<file path="src/rtl/bit_serial_adder_pkg.sv">
// Shared types and sizing helpers for the bit-serial adder.
// Holds the FSM state encoding and the counter-width function.
package bsa_pkg;

  typedef enum logic [1:0] {
    IDLE  = 2'd0,
    SHIFT = 2'd1,
    DONE  = 2'd2
  } state_t;

  function automatic int clog2(input int n);
    int r;
    int v;
    r = 0;
    v = n - 1;
    while (v > 0) begin
      r++;
      v = v >> 1;
    end
    return r;
  endfunction

endpackage

</file>
<file path="src/rtl/bit_serial_adder_if.sv">
// Request/result bundle of the bit-serial adder.
// master issues operands and start; slave returns status and result.
interface bit_serial_adder_if #(
  parameter int WIDTH = 8
);
  logic             start;
  logic [WIDTH-1:0] a;
  logic [WIDTH-1:0] b;
  logic             cin;
  logic             busy;
  logic             done;
  logic [WIDTH-1:0] sum;
  logic             cout;
  logic             ovf;

  modport master (
    output start, a, b, cin,
    input  busy, done, sum, cout, ovf
  );

  modport slave (
    input  start, a, b, cin,
    output busy, done, sum, cout, ovf
  );
endinterface

</file>
<file path="src/rtl/bit_serial_adder_fa_cell.sv">
// Combinational 1-bit full adder, the single arithmetic cell of the
// serial datapath.
module fa_cell (
  input  logic x,
  input  logic y,
  input  logic ci,
  output logic s,
  output logic co
);
  assign s  = x ^ y ^ ci;
  assign co = (x & y) | (x & ci) | (y & ci);
endmodule

</file>
<file path="src/rtl/bit_serial_adder.sv">
// Streams two WIDTH-bit operands LSB-first through one full-adder cell,
// one bit per clock, and publishes sum/cout/ovf when the MSB completes.
module bit_serial_adder
  import bsa_pkg::*;
#(
  parameter int WIDTH = 8
) (
  input  logic clk,
  input  logic rst,
  bit_serial_adder_if.slave bus
);
  localparam int CW = clog2(WIDTH + 1);

  state_t           state, state_nxt;
  logic [WIDTH-1:0] sa, sb, acc, acc_nxt;
  logic             carry;
  logic [CW-1:0]    cnt;
  logic             s_bit, c_bit, last_bit, load;
  logic [WIDTH-1:0] sum_r;
  logic             cout_r, ovf_r;

  fa_cell u_fa (
    .x (sa[0]),
    .y (sb[0]),
    .ci(carry),
    .s (s_bit),
    .co(c_bit)
  );

  assign last_bit = (cnt == CW'(WIDTH - 1));

  generate
    if (WIDTH == 1) begin : g_acc1
      assign acc_nxt = s_bit;
    end else begin : g_accn
      assign acc_nxt = {s_bit, acc[WIDTH-1:1]};
    end
  endgenerate

  always_ff @(posedge clk or posedge rst) begin
    if (rst) state <= IDLE;
    else     state <= state_nxt;
  end

  // DONE accepts start like IDLE so back-to-back requests lose no cycle.
  always_comb begin
    state_nxt = state;
    load      = 1'b0;
    case (state)
      IDLE: begin
        if (bus.start) begin
          load      = 1'b1;
          state_nxt = SHIFT;
        end
      end
      SHIFT: begin
        if (last_bit) state_nxt = DONE;
      end
      DONE: begin
        if (bus.start) begin
          load      = 1'b1;
          state_nxt = SHIFT;
        end else begin
          state_nxt = IDLE;
        end
      end
      default: state_nxt = IDLE;
    endcase
  end

  always_ff @(posedge clk or posedge rst) begin
    if (rst) begin
      sa     <= '0;
      sb     <= '0;
      acc    <= '0;
      carry  <= 1'b0;
      cnt    <= '0;
      sum_r  <= '0;
      cout_r <= 1'b0;
      ovf_r  <= 1'b0;
    end else if (load) begin
      sa    <= bus.a;
      sb    <= bus.b;
      carry <= bus.cin;
      cnt   <= '0;
      acc   <= '0;
    end else if (state == SHIFT) begin
      acc   <= acc_nxt;
      sa    <= sa >> 1;
      sb    <= sb >> 1;
      carry <= c_bit;
      cnt   <= cnt + CW'(1);
      // carry still holds the carry into the MSB on this edge
      if (last_bit) begin
        sum_r  <= acc_nxt;
        cout_r <= c_bit;
        ovf_r  <= carry ^ c_bit;
      end
    end
  end

  assign bus.busy = (state == SHIFT);
  assign bus.done = (state == DONE);
  assign bus.sum  = sum_r;
  assign bus.cout = cout_r;
  assign bus.ovf  = ovf_r;

endmodule
</file>
<file path="src/flat_wrapper.sv">
// flat-port wrapper written by rule: the top's interface ports become plain ports
module bit_serial_adder_flat import bsa_pkg::*;
#(
  parameter int WIDTH = 8
)
  (clk, rst, bus_start, bus_a, bus_b, bus_cin, bus_busy, bus_done, bus_sum, bus_cout, bus_ovf);
  bit_serial_adder_if #(.WIDTH(WIDTH)) bus_i ();
  input  logic clk;
  input  logic rst;
  input wire logic [$bits(bus_i.start)-1:0] bus_start;
  input wire logic [$bits(bus_i.a)-1:0] bus_a;
  input wire logic [$bits(bus_i.b)-1:0] bus_b;
  input wire logic [$bits(bus_i.cin)-1:0] bus_cin;
  output wire logic [$bits(bus_i.busy)-1:0] bus_busy;
  output wire logic [$bits(bus_i.done)-1:0] bus_done;
  output wire logic [$bits(bus_i.sum)-1:0] bus_sum;
  output wire logic [$bits(bus_i.cout)-1:0] bus_cout;
  output wire logic [$bits(bus_i.ovf)-1:0] bus_ovf;
  assign bus_i.start = bus_start;
  assign bus_i.a = bus_a;
  assign bus_i.b = bus_b;
  assign bus_i.cin = bus_cin;
  assign bus_busy = bus_i.busy;
  assign bus_done = bus_i.done;
  assign bus_sum = bus_i.sum;
  assign bus_cout = bus_i.cout;
  assign bus_ovf = bus_i.ovf;
  bit_serial_adder #(.WIDTH(WIDTH)) u_core (.clk(clk), .rst(rst), .bus(bus_i));
endmodule
</file>
<file path="config.mk">
export PLATFORM = sky130hd
export DESIGN_NAME = bit_serial_adder_flat
export DESIGN_NICKNAME = d
export VERILOG_FILES = /design/src/rtl/bit_serial_adder_pkg.sv /design/src/rtl/bit_serial_adder_if.sv /design/src/rtl/bit_serial_adder_fa_cell.sv /design/src/rtl/bit_serial_adder.sv /design/src/flat_wrapper.sv
export SDC_FILE = /design/constraint.sdc
export NUM_CORES = 1
export LEC_CHECK = 0
export ABC_AREA = 1
export ABC_CLOCK_PERIOD_IN_PS = 1540
export CORE_MARGIN = 4
export CORE_UTILIZATION = 52
export CTS_CLUSTER_DIAMETER = 30
export CTS_CLUSTER_SIZE = 30
export DETAILED_ROUTE_END_ITERATION = 10
export PLACE_DENSITY = 0.79
export RECOVER_POWER = 100
export SYNTH_ARGS = -nofsm -noshare
export SYNTH_HDL_FRONTEND = slang
export SYNTH_SLANG_ARGS = --single-unit
</file>
<file path="constraint.sdc">
create_clock -name clk -period 1.54 [get_ports clk]
set_input_delay 0.462 -clock clk [delete_from_list [all_inputs] [get_ports clk]]
set_output_delay 0.462 -clock clk [all_outputs]
set_load 0.01 [all_outputs]
</file>
---- After elaboration in Yosys (flattened, before gate mapping) ----
Cells that the tools add are included.
word-level totals
  register bits ........................... 41
  output and inout port bits .............. 12
  input port bits ......................... 20
cells by class
  eq/ne operators ......................... 5
  reduce and logical (&&, ||, !) cells .... 5
  bitwise gates (word level) .............. 9
  muxes and demuxes ....................... 16
  $add $sub $neg .......................... 1
operators by type and width
  operator                                       count
  two-way mux 8 bit                              6
  two-way mux 4 bit                              2
  one-hot mux 2 bit (3 select lines)             1
  two-way mux 1 bit                              5
  adder 4 x 1 -> 4 bit, second input constant    1
  == test 4 x 3 -> 1 bit, second input constant  1
  two-way mux 2 bit                              2
  bitwise AND 1 bit                              3
  AND reduction 3 bit                            1
  bitwise XOR 1 bit                              3
  == test 2 x 1 -> 1 bit, second input constant  1
  == test 2 bit, second input constant           1
  logical NOT 2 bit                              1
  != test 2 x 1 -> 1 bit, second input constant  1
  != test 2 bit, second input constant           1
  bitwise OR 1 bit                               2
  AND reduction 2 bit                            1
  nonzero test 2 bit                             1
  OR reduction 2 bit                             1
  inverter 1 bit                                 1

---- Logic depth before layout (Yosys ltp) ----
  depth in word-level cells ............... 5
  depth in mapped cells ................... 8

---- By module ----
A second synthesis with hierarchy kept.
second synthesis, totals
  cell total of the unflattened synthesis .. 212
  area total of the unflattened synthesis .. 1880.6 sq um
by module, submodules not included
  module            area each (sq um)  times used  cells each  seq. area each (sq um)
  bit_serial_adder  1860.5             1           211         1001.0
  fa_cell           20.0               1           1           0.0

---- Worst setup path before layout ----
OpenSTA, ideal clock, no wires.
  path kind ............................... register to output
  from .................................... register u_core.state[1]
  to ...................................... output bus_busy
  stages on the path, launching flop included .. 5
  arrival ................................. 0.763 ns
  path buffers ............................ 1
  path slack .............................. 0.315 ns
  cell sequence ........................... dfrtp_1 > inv_1 > nand2_2 > inv_6 > buf_6
on the way
  cells in the longest elaborated chain, start to end .. 1
RTL lines
  item                      line                     RTL
  start: declaration        bit_serial_adder.sv:14   state_t state, state_nxt;
  start signal: assignment  bit_serial_adder.sv:42   else state <= state_nxt;
  == test 2 x 1 -> 1 bit    bit_serial_adder.sv:102  assign bus.busy = (state == SHIFT);
  end: declaration          flat_wrapper.sv:14       output wire logic [$bits(bus_i.busy)-1:0] bus_busy;
Every way passes these cells.

---- Worst setup path after layout ----
  from .................................... register u_core.state[0]
  to ...................................... output bus_done
on the way
  cells in the longest elaborated chain, start to end .. 1
RTL lines
  item              line                     RTL
  == test 2 bit     bit_serial_adder.sv:103  assign bus.done = (state == DONE);
  end: declaration  flat_wrapper.sv:15       output wire logic [$bits(bus_i.done)-1:0] bus_done;
Every way passes these cells.

==> flow_summary_export.csv <==
group,metric,value,unit
critical_path,rr_worst_depth,6,
cts,cts_root_buf,"clkbuf_4",
power_and_ir_drop,total_power,4.45,mW
floorplan,dieArea,4510,sq um
power_and_ir_drop,power_density,1960,nW/um^2
placed_design,placed_cells,292,
detailed_routing,wl_per_cell,10.5,microns
placed_design,dp_slack,-0.0868,ns
cts,clkSinkCount,40,
logic_synthesis,yosysSeqAreaShare,55.0,%
hold_path,min_path_cells,2,
timing,grt_setup_unrepaired,"true",
floorplan,ioPinCount,32,
critical_path,crit_family,"flip-flops",
detailed_routing,routed_wl,3190,microns
timing,worstMarginPinSlew,0.861,ns
grt,antenna_found_initial,0,
cells_and_area,multi_input_area,651,sq um
outcome,status,"completed",
placed_design,dp_hpwl,2240,microns
detailed_routing,vias,1406,
cts,clockBufferDepth,2,
detailed_routing,drtAntennaViolNets,0,
grt,grt.busiest_layer,"met2",
cts,htreeDepth,2,
grt,grt_pass1_vias,1337,
grt,grtUsageMet2,27.7,%
job,maxCapViolations,0,
cells_and_area,seqCellArea,1000,sq um
logic_synthesis,synth.distinct_cells,22,
floorplan,die_y,67.2,microns
cells_and_area,fillers,304,
power_and_ir_drop,p_seq_share,40.0,%
power_and_ir_drop,combPwrFrac,44.6,%
detailed_routing,drc,0,
timing,finalSetupViolCount,0,
critical_path,crit_slowest_cell,"dfrtp_2",
logic_synthesis,synth_seq_cells,40,
power_and_ir_drop,switchingPower,1.76,mW
placed_design,placed_cell_area,2190,sq um
logic_synthesis,yosys_warnings,0,
critical_path,worstPathRequired,1.08,ns
timing,fin_worst_skew,0.00781,ns
cts,path_clk_slew,0.12,ns
cts,cts_tree,"done",
power_and_ir_drop,p_int,2.70,mW
logic_synthesis,netlist_area,1820,sq um
logic_synthesis,synth_fp_nets,237,
cts,cts_hold_buffers,0,
power_and_ir_drop,ir_drop,0.893,mV
floorplan,initial_utilization,54.1,%
detailed_routing,drt_pre_antenna_iters,4,
critical_path,worstPathMaxFanout,3,
critical_path,critPathKind,"register to output pin",
grt,grt_use_met3,4.33,%
critical_path,path_cells,"nor2_2 -> buf_2",
floorplan,die_w,67.2,microns
timing,maxSlewViolCount,0,
detailed_routing,drt_iter0_drc,65,
logic_synthesis,synth_cells,215,
placed_design,portBuffers,31,
grt,grt_pass1_wl,5560,microns
power_and_ir_drop,netSwitchingFraction,39.4,%
power_and_ir_drop,p_leak,1.23,nW
placed_design,routabilityCongestion,0.723,
cells_and_area,synthToLayoutAreaGrowth,24.8,%
timing,relSlewSlack,42.6,%
critical_path,endpoint_kind,"output pin",
logic_synthesis,syn_avg_cell_area,8.47,sq um
cts,cts_inserted_buffers,5,
critical_path,crit_arrival,1.04,ns
floorplan,rows,21,
cells_and_area,antenna_cells,0,
cells_and_area,final_nets,278,
power_and_ir_drop,power_frac_clock,15.4,%
hold_path,hp-class,"register to register",
floorplan,core,3360,sq um
critical_path,crit_buf_inv,1,
timing,post-route-min-period,1.51,ns
cells_and_area,layout.cells.non_filler,303,
critical_path,crit_path_start_kind,"register",
detailed_routing,viasPerCell,4.64,
timing,setup_ws,0.0347,ns
timing,period_share,97.7,%
cts,clock_latency,0.35,ns
grt,grt_start_max_net_pins,41,
timing,fmax,664,MHz
cells_and_area,drive_gt1_share,14.4,%
timing,hold_viol_final,0,
grt,grt_use_total,16.6,%
grt,gr-total-overflow,0,
critical_path,max_stage_delay,0.45,ns
critical_path,cp.depth,2,
cells_and_area,final_area,2270,sq um
grt,use_met1,19.7,%
-- power by group through the flow --
stage / Combinational (mW) / Clock (mW) / Sequential (mW)
6_report: 1.99 / 0.685 / 1.78
2_1_floorplan: 1.38 / 0 / 1.82
3_5_place_dp: 2.03 / 0 / 1.80
4_1_cts: 1.96 / 0.704 / 1.78
3_3_place_gp: 1.96 / 0 / 1.79
5_1_grt: 2.29 / 0.741 / 1.84
-- cell type report --
type | count | share of cell area [%]
flip-flops and latches | 40 | 44.1
multi-input cells | 138 | 28.6
repair buffers | 39 | 15.6
inverters | 32 | 5.62
well taps | 46 | 2.53
clock inverters | 3 | 1.87
clock buffers | 5 | 1.65
-- state kept, by name, summed over array words and instances (netlist names) --
name / cells
u_core.bus.sum: 8
u_core.sa: 8
u_core.sb: 8
u_core.acc: 7
u_core.cnt: 4
u_core.state: 2
u_core.bus.cout: 1
u_core.bus.ovf: 1
u_core.carry: 1
-- through the flow --
stage / TNS [ns] / hold slack, ns / utilization, %
after global routing: -0.0374 / 0.509 / 67.6
after CTS: -0.00988 / 0.438 / 67.2
after global placement: -0.583 / 0.456 / 65.1
final: 0 / 0.490 / 67.6
after floorplan: 0 / 0.442 / -
after detailed placement: -0.999 / 0.465 / 65.1
-- cells in the mapped netlist (all sizes together) --
| library cell | number | share of area [%] |
|---|---|---|
| o22ai | 7 | 2.4 |
| o21ai | 11 | 4.7 |
| buf | 5 | 2.7 |
| xor2 | 1 | 0.48 |
| ha | 1 | 0.69 |
| nand2 | 108 | 24 |
| nand3 | 1 | 0.27 |
| nand3b | 1 | 0.41 |
| a21oi | 1 | 0.27 |
| dfrtp | 40 | 55 |
| nor2 | 6 | 1.4 |
| clkinv | 2 | 0.41 |
| inv | 30 | 6.6 |
| fa | 1 | 1.1 |
-- tightest hold or removal path: cells and delay by family, from the launching register on --
kind,cells,cell delay (ns)
flip-flops,1,0.36
AND/OR/NAND/NOR,2,0.10
-- worst paths after layout --
kind / from / end / slack (ns)
setup / recovery: u_core.state[0] / bus_done / 0.03
hold / removal: u_core.sb[5] / u_core.sb[5] / 0.49
setup reg to reg: u_core.cnt[0] / u_core.bus.sum[5] / 0.23
hold reg to reg: u_core.sb[5] / u_core.sb[5] / 0.49
max in group asynchronous: rst / u_core.state[0] / 0.29
min in group asynchronous: rst / u_core.bus.sum[0] / 0.66
-- placed cells by master, fill, tap and decap left out, drive strengths merged --
master         instances
nand2                108
dfrtp                 40
inv                   30
clkdlybuf4s50         19
o21ai                 11
buf                   10
dlygate4sd2            8
o22ai                  7
nor2                   6
clkbuf                 5
clkinv                 3
clkdlybuf4s15          2
nand3                  1
a21oi                  1
nand3b                 1
xor2                   1
fa                     1
ha                     1
bufinv                 1
clkinvlp               1
-- layer usage --
layer  vias up  wire [microns]
li1        722               -
met1       642            1430
met2        33            1490
met3         9             183
met4         0              85
met5         -               0
-- logic make-up after synthesis --
| group | share of synthesized area (%) |
|---|---|
| and+or+nand+nor | 25.7 |
| DFF | 55.0 |
| buffers and inverters | 9.69 |
| AOI/OAI and AO/OA | 7.35 |
| adders and majority gates | 1.79 |
| xor gates and xnor gates | 0.481 |
-- timing repair --
item	in CTS	in global routing
endpoints found under the setup margin	12	6
resized for setup	20	5
setup buffers	1	2
hold endpoints to repair	0	0
pin swaps	1	1
Note: power is estimated with default switching activity, not from simulation.
